File: src/rtl/imem_loader_pkg.sv
// imem_loader_pkg: shared types, widths and helpers for the instruction-memory boot loader.
package imem_loader_pkg;

    typedef enum logic [2:0] {
        HDR_LO,
        HDR_HI,
        CHECK,
        DATA,
        WRITE,
        DONE,
        ERROR
    } state_t;

    localparam int BYTE_WIDTH = 8;
    localparam int INSN_WIDTH = 32;
    localparam int HDR_BYTES  = 2;

    typedef logic [1:0] byte_idx_t;

    // Largest legal word count for a memory with addr_width address bits.
    function automatic logic [16:0] max_count(input int addr_width);
        return 17'd1 << addr_width;
    endfunction

endpackage

File: src/rtl/imem_loader_packer.sv
// imem_loader_packer: packs little-endian bytes into a 32-bit instruction word.
//   clk, rst  clock and asynchronous active-high reset
//   clear     restart assembly at byte 0 with an empty word
//   load      accept data into the current byte lane
//   data      incoming byte
//   word      assembled word with data merged into the current lane
//   complete  load of the fourth byte; word is then the finished instruction
module imem_loader_packer
    import imem_loader_pkg::*;
(
    input  logic                  clk,
    input  logic                  rst,
    input  logic                  clear,
    input  logic                  load,
    input  logic [BYTE_WIDTH-1:0] data,
    output logic [INSN_WIDTH-1:0] word,
    output logic                  complete
);

    logic [INSN_WIDTH-1:0] acc;
    byte_idx_t             idx;

    // Merging the live byte lets the top register the finished word on the
    // same edge that accepts the last byte.
    always_comb begin
        word = acc;
        word[BYTE_WIDTH*idx +: BYTE_WIDTH] = data;
    end

    assign complete = load && idx == 2'd3;

    always_ff @(posedge clk or posedge rst) begin
        if (rst) begin
            acc <= '0;
            idx <= '0;
        end else if (clear) begin
            acc <= '0;
            idx <= '0;
        end else if (load) begin
            acc <= word;
            idx <= idx + 2'd1;
        end
    end

endmodule

File: src/rtl/imem_loader.sv
// imem_loader: boot loader that writes a counted byte stream into instruction memory, then releases the CPU.
//   clk, rst      clock and asynchronous active-high reset
//   rxData        incoming byte; rxValid/rxReady handshake
//   imemWrAddr    word address, imemWrData word, imemWrEnable one-cycle strobe
//   cpuRst        CPU reset, held until the program is loaded
//   done          program loaded; error: header rejected (sticky until rst)
module imem_loader
    import imem_loader_pkg::*;
#(
    parameter int ADDR_WIDTH = 8
) (
    input  logic                  clk,
    input  logic                  rst,
    input  logic [BYTE_WIDTH-1:0] rxData,
    input  logic                  rxValid,
    output logic                  rxReady,
    output logic [ADDR_WIDTH-1:0] imemWrAddr,
    output logic [INSN_WIDTH-1:0] imemWrData,
    output logic                  imemWrEnable,
    output logic                  cpuRst,
    output logic                  done,
    output logic                  error
);

    state_t                state, state_next;
    logic [15:0]           count, count_next;
    logic [16:0]           word_idx, word_idx_next;
    logic                  xfer, clear, load, complete;
    logic [INSN_WIDTH-1:0] word;

    assign xfer = rxValid && rxReady;

    imem_loader_packer u_packer (
        .clk      (clk),
        .rst      (rst),
        .clear    (clear),
        .load     (load),
        .data     (rxData),
        .word     (word),
        .complete (complete)
    );

    always_comb begin
        state_next    = state;
        count_next    = count;
        word_idx_next = word_idx;
        clear         = 1'b0;
        load          = 1'b0;
        case (state)
            HDR_LO: if (xfer) begin
                count_next[7:0] = rxData;
                state_next      = HDR_HI;
            end
            HDR_HI: if (xfer) begin
                count_next[15:8] = rxData;
                state_next       = CHECK;
            end
            CHECK: begin
                word_idx_next = '0;
                clear         = 1'b1;
                state_next    = (count == 16'd0 || {1'b0, count} > max_count(ADDR_WIDTH)) ? ERROR : DATA;
            end
            DATA: begin
                load       = xfer;
                state_next = complete ? WRITE : DATA;
            end
            WRITE: begin
                state_next    = (word_idx == {1'b0, count} - 17'd1) ? DONE : DATA;
                word_idx_next = (state_next == DONE) ? word_idx : word_idx + 17'd1;
            end
            DONE:    state_next = DONE;
            ERROR:   state_next = ERROR;
            default: state_next = HDR_LO;
        endcase
    end

    // Outputs are registered from the next state so they line up with the
    // state they describe; error alone trails ERROR entry by one cycle.
    always_ff @(posedge clk or posedge rst) begin
        if (rst) begin
            state        <= HDR_LO;
            count        <= '0;
            word_idx     <= '0;
            rxReady      <= 1'b0;
            imemWrEnable <= 1'b0;
            imemWrAddr   <= '0;
            imemWrData   <= '0;
            cpuRst       <= 1'b1;
            done         <= 1'b0;
            error        <= 1'b0;
        end else begin
            state        <= state_next;
            count        <= count_next;
            word_idx     <= word_idx_next;
            rxReady      <= state_next inside {HDR_LO, HDR_HI, DATA};
            imemWrEnable <= state_next == WRITE;
            cpuRst       <= state_next != DONE;
            done         <= state_next == DONE;
            error        <= state == ERROR;
            if (complete) begin
                imemWrAddr <= word_idx[ADDR_WIDTH-1:0];
                imemWrData <= word;
            end
        end
    end

endmodule

File: config.mk
export PLATFORM = sky130hd
export DESIGN_NAME = imem_loader
export DESIGN_NICKNAME = d
export VERILOG_FILES = /design/src/rtl/imem_loader_pkg.sv /design/src/rtl/imem_loader_packer.sv /design/src/rtl/imem_loader.sv
export SDC_FILE = /design/constraint.sdc
export NUM_CORES = 1
export LEC_CHECK = 0
export CORE_UTILIZATION = 40
export DETAILED_ROUTE_END_ITERATION = 8
export GPL_TIMING_DRIVEN = 1
export HOLD_SLACK_MARGIN = 0.03
export PLACE_DENSITY = 0.65
export SLEW_MARGIN = 10
export SYNTH_ARGS = -nofsm -noshare
export SYNTH_HDL_FRONTEND = slang
export SYNTH_SLANG_ARGS = --single-unit
File: constraint.sdc
create_clock -name clk -period 9.2 [get_ports clk]
set_input_delay 1.84 -clock clk [delete_from_list [all_inputs] [get_ports clk]]
set_output_delay 1.84 -clock clk [all_outputs]
set_load 0.03 [all_outputs]
==> results of run 1 <==
worst min-delay path: cells and delay by family (launching register included):
kind | cells | cell delay (ps)
flip-flops | 1 | 340
AND/OR/NAND/NOR | 2 | 100
path summary, 6_finish.rpt:
path | to | slack (ps) | depth (start not counted)
worst max-delay path | done | 4400 | 11
worst min-delay path | imemWrData[29] | 470 | 2
worst max register to register | word_idx[9] | 5840 | 9
worst min register to register | imemWrData[29] | 470 | 2
max in group asynchronous | imemWrEnable | 6070 | 3
min in group asynchronous | state[1] | 1830 | 2
power by group through the flow:
stage | Combinational (mW) | Sequential [mW] | Clock, mW
floorplan | 0.211 | 0.585 | 0
global placement | 0.263 | 0.598 | 0
detailed placement | 0.274 | 0.599 | 0
CTS | 0.273 | 0.594 | 0.427
global route | 0.301 | 0.604 | 0.443
finish | 0.273 | 0.595 | 0.418
logic make-up (layout without fill, tap and decap cells):
logic type	count (synthesis)	in the layout
and+or+nand+nor	204	204
adders and majority gates	8	8
buffers and inverters	46	94
xor gates and xnor gates	18	18
AOI/OAI and AO/OA	117	117
muxes	17	17
DFF	107	107
stage by stage:
step / setup slack (ps) / hold WS, ps / std cells
after global routing: 4010 / 490 / 737
after CTS: 4400 / 473 / 737
final: 4400 / 469 / 737
after floorplan: 4540 / 466 / 517
after detailed placement: 4070 / 457 / 721
after global placement: 4160 / 456 / 721
per-layer routing:
layer / vias up / global-route usage (%) / part of all wire [%]
met4: 0 / 5.38 / 0.95
met1: 2078 / 27.3 / 48
li1: 1981 / - / -
met2: 82 / 31.6 / 48
met5: - / 0 / 0
met3: 9 / 3.43 / 3.6
state kept, by name (all words and copies together), names as in the netlist, 2 cells and up:
signal and count:
u_packer.acc 24, word_idx 17, u_packer.idx 2, state 3, count 16, imemWrData 32, imemWrAddr 8
layout make-up:
type | instances | area share, %
clock inverters | 5 | 1.32
well taps | 172 | 3.45
multi-input cells | 364 | 37.7
repair buffers | 62 | 9.67
clock buffers | 11 | 3.89
flip-flops and latches | 107 | 42.9
inverters | 16 | 1.00
cell usage in the layout (no fill, tap or decap), types with 7 or more instances in the layout:
| cell | Yosys | final |
|---|---|---|
| a21oi_1 | 13 | 13 |
| a221oi_1 | 26 | 26 |
| a22o_1 | 25 | 25 |
| buf_4 | 2 | 7 |
| clkbuf_16 | 0 | 9 |
| clkdlybuf4s50_1 | 0 | 55 |
| dfrtp_1 | 106 | 106 |
| ha_1 | 8 | 8 |
| inv_1 | 13 | 12 |
| mux2_2 | 13 | 13 |
| nand2_1 | 59 | 59 |
| nand3_1 | 12 | 12 |
| nand4_1 | 13 | 13 |
| nor2_1 | 62 | 62 |
| nor3_1 | 13 | 13 |
| o21ai_0 | 11 | 11 |
| o31ai_1 | 11 | 11 |
| xnor2_1 | 12 | 12 |
==> flow_summary.toml, run 1 <==
[outcome]
status = "finished clean"

[synth]
synth_top_family_by_area = "simple AND/OR/NAND/NOR gates"
yosys_warnings = 0
synth_area_um2 = 5220
synthTopCellsByCount = "106 x dfrtp_1, 62 x nor2_1, 59 x nand2_1"
synth_cell_type_count = 59
synth_simple_gate_area_share_pct = 18.8
postSynthCellCount = 517
yosys.area_share.xor_xnor_pct = 3.02
synth_top_area_share_pct = 50.9
synth_edf_count = 0
synth_ff_type = "dfrtp_1"
muxShareOfSynthArea_pct = 3.57
post-synth-top-count-cell = "dfrtp_1"
avgSynthCellArea_um2 = 10.1
async_reset_ff_share_pct = 100
seq_area_frac_synth_pct = 51.4
synth_nets = 536
synth_compound_area_share_pct = 17.7
synth_fa_ha_area_share_pct = 1.92
yosysTopAreaCell = "dfrtp_1"
ys_ff_latch = 107
synthTopCellsByArea = "dfrtp_1 51%, nor2_1 4.5%, a221oi_1 4.4%, nand2_1 4.2%, a22o_1 4.2%"

[sta]
slew_headroom_pct = 33.9
final.min_clock_period_ps = 4800
slew_violations = 0
finalSetupViolCount = 0
tightestPinTransition_ps = 984
rsz0062_at_grt = "false"
max_freq_ghz = 0.208
fin_crit_sh_pct = 52.1
tns_ps = 0
fin_skew_ps = 5.61
hold_violations = 0

[cells_and_area]
fin_util_pct = 49.2
stdcell_area_um2 = 6240
multi_input_area_um2 = 2350
nFillCells = 1213
area_growth_pct = 19.6
drive_above_1_share_pct = 8.50
diodes = 0
seqCellArea_um2 = 2680
layout.nets = 579

[grt]
antenna_found_initial = 0
track_usage_pct = 19.6
grt.overflow.total = 0
grt_pass1_wl_um = 20500
grt_max_degree = 80
grt_pass1_vias = 4010

[hold_path]
hold_start = "imemWrData[29]"
holdCritPathClass = "reg -> reg"

[clock_network]
cts_tree = "done"
cts_buffers = 9
ctsRootBufferMaster = "clkbuf_16"
cts_sinks = 107
clock_path_buffers = 2
path_clk_slew_ps = 70
cts_resized = 0
hold_buffers = 0
htreeDepth = 3
insertion_delay_ps = 340
postCtsSetupRepairBufs = 0

[power]
p_leak_nw = 2.68
powerDensity_nw_per_um2 = 206
power.share.switching_pct = 30.5
clockPowerShare_pct = 32.5
intPower_uw = 893
total_power_mw = 1.29
seq_power_share_pct = 46.3
power_switching_uw = 392
irDropWorstVdd_v = 0.000101
p_comb_share_pct = 21.2

[placed_design]
dp_hpwl_um = 8530
place_area_um2 = 5910
place_congestion = 0.843
port_buffers = 55

[die]
top_level_ports = 56
start_util_pct = 41.2
dieArea_um2 = 13500
die_h_um = 116
core_um2 = 12700
fp.dieW_um = 116
row_count = 41

[critical_path]
crit_fanout = 42
critPathCaptureType = "register"
cp_data_arrival_time_ps = 5080
max_stage_delay_ps = 820
cp-startpoint = "rxValid"
crit_family = "buffers and inverters"
path_class = "in -> reg"
cp-start-kind = "input pin"
timing.critical_path.buf_inv = 4
cpMaxStageDelayCell = "nor3_1"
timing.rr.start = "count[0]"
cp_data_required_time_ps = 9480
crit_path_cell_trace = "clkdlybuf4s50_1 -> nand2_1 -> nor3_1 -> nand2_1 -> buf_4 -> clkinv_1 -> buf_4 -> o21ai_0 -> o2bb2ai_1 -> a21oi_1 -> and2_1"

[route]
ant_nets = 0
drt_pre_antenna_iters = 4
drcViolationCount = 0
vias = 4150
wl_per_cell_um = 16.8
drt_iter0_drc = 288
wl_um = 12400
viasPerCell = 5.63

[job]
max_cap_viol_count = 0
No activity file was read; power rests on OpenSTA's default activity.
==> run 2, diff against run 1 <==
clock period = 4.93 ns   (was 9.2 ns; I/O delays follow)
==> run 2 against run 1 <==
Against the previous run: register-to-register slack worse by 4200 ps; non-clock buffer count up 2; wire length up 0.23%; count of clock-buffer cells in the layout down 2; critical endpoint is now word_idx[8]; largest cell class unchanged.
==> flow_summary.toml, run 2 (synthesis results as in run 1) <==
[sta]
setup_slack_ps = 1680
slew_violations = 0
hold_violations = 0
finalSetupViolCount = 0
fin_skew_ps = 6.14
rsz0062_at_grt = "false"
fin_crit_sh_pct = 65.9
max_freq_ghz = 0.308
tns_ps = 0
slew_headroom_pct = 36.5
tightestPinTransition_ps = 946
final.min_clock_period_ps = 3250

[die]
start_util_pct = 41.2
dieArea_um2 = 13500
row_count = 41
fp.dieW_um = 116
core_um2 = 12700
top_level_ports = 56
die_h_um = 116

[placed_design]
place_ws_ps = 1660
place_inst = 723
place_congestion = 0.850
place_area_um2 = 5930
port_buffers = 55
dp_hpwl_um = 8620

[power]
p_leak_nw = 2.66
power_switching_uw = 749
powerDensity_nw_per_um2 = 371
intPower_mw = 1.55
power.share.switching_pct = 32.6
total_power_mw = 2.30
seq_power_share_pct = 48.3
p_comb_share_pct = 22.4
clockPowerShare_pct = 29.4
irDropWorstVdd_v = 0.000166

[route]
wl_um = 12400
drt_pre_antenna_iters = 5
drt_iter0_drc = 329
wl_per_cell_um = 16.8
vias = 4175
ant_nets = 0
drcViolationCount = 0
viasPerCell = 5.66

[grt]
track_usage_pct = 19.3
grt_pass1_wl_um = 20200
antenna_found_initial = 0
grt_pass1_vias = 3933
grt.overflow.total = 0
grt_max_degree = 43

[cells_and_area]
regMostFlops = "imemWrData"
reg_top3 = "imemWrData (32), u_packer.acc (24), word_idx (17)"
largest_register_ffs = 32
stdcell_area_um2 = 6210
area_growth_pct = 19.0
final_cell_mix = "106 x dfrtp_1, 62 x nor2_1, 59 x nand2_1"
drive_above_1_share_pct = 8.83
layout.nets = 581
diodes = 0
layout.cells.non_filler = 738
final_common_cell = "dfrtp_1"

[critical_path]
path_class = "reg -> reg"
cp_data_required_time_ps = 5200
cp.depth = 7
timing.rr.start = "count[4]"
cp-start-kind = "register"
crit_fanout = 26
crit_path_cell_trace = "or4_4 -> or4_4 -> o41ai_2 -> nand2_1 -> and4_1 -> or4_1 -> a21oi_1"
cpMaxStageDelayCell = "or4_1"
max_stage_delay_ps = 600
rr_worst_depth = 7
crit_top_cell = "or4_4"
critPathCaptureType = "register"
crit_family = "simple AND/OR/NAND/NOR gates"
reg2reg_slack_ps = 1680
cp-startpoint = "count[4]"
timing.rr.end = "word_idx[8]"
timing.critical_path.buf_inv = 0
cp_data_arrival_time_ps = 3520
worstSetupEndpoint = "word_idx[8]"

[clock_network]
cts_resized = 0
htreeDepth = 3
postCtsSetupRepairBufs = 0
cts_sinks = 107
path_clk_slew_ps = 70
insertion_delay_ps = 340
cts_tree = "done"
hold_buffers = 0
cts_buffers = 9
clock_path_buffers = 2
ctsRootBufferMaster = "clkbuf_16"

[outcome]
status = "finished clean"

[hold_path]
holdCritPathClass = "reg -> reg"

[job]
max_cap_viol_count = 0
## run 2: power by group through the flow
stage / registers, mW / logic [mW] / clock network (mW)
finish: 1.11 / 0.515 / 0.676
global route: 1.13 / 0.566 / 0.725
CTS: 1.11 / 0.517 / 0.697
detailed placement: 1.12 / 0.516 / 0
global placement: 1.11 / 0.497 / 0
floorplan: 1.09 / 0.393 / 0
## run 2: worst min-delay path by stage
| stage | depth (start not counted) | slack, ps | to | from |
|---|---|---|---|---|
| floorplan | 1 | 470 | u_packer.acc[0] | u_packer.acc[0] |
| global placement | 2 | 450 | imemWrData[30] | imemWrData[30] |
| detailed placement | 2 | 470 | imemWrData[24] | imemWrData[24] |
| CTS | 2 | 480 | imemWrData[24] | imemWrData[24] |
| global route | 2 | 500 | imemWrData[30] | imemWrData[30] |
| finish | 2 | 470 | imemWrData[24] | imemWrData[24] |
## run 2: layout make-up
class / count / area [um2]
Fill cell: 1174 / 6460
Sequential cell: 107 / 2680
Multi-Input combinational cell: 364 / 2350
Timing Repair Buffer: 64 / 618
Clock buffer: 9 / 225
Tap cell: 172 / 215
Inverter: 16 / 62.6
Clock inverter: 6 / 52.6
## run 2: worst register-to-register path: cells and delay by family, from the launching register on
kind	cells	cell delay (ps)
AND/OR/NAND/NOR	5	2260
AO/OA/AOI/OAI	2	430
flip-flops	1	490
## run 2: through the flow
stage | utilization (%) | hold slack (ps)
final | 49.0 | 473
after global routing | 49.0 | 501
after CTS | 49.0 | 479
after detailed placement | 46.8 | 465
after global placement | 46.8 | 452
after floorplan | - | 466
## run 2: routing by layer
layer	share of wire [%]	vias up	routed length, um	track usage [%]
met1	46	2066	5730	26.1
met5	0	-	0	0
met2	48	101	6000	31.6
met3	4.2	14	516	3.79
li1	-	1994	-	-
met4	1.3	0	155	5.21
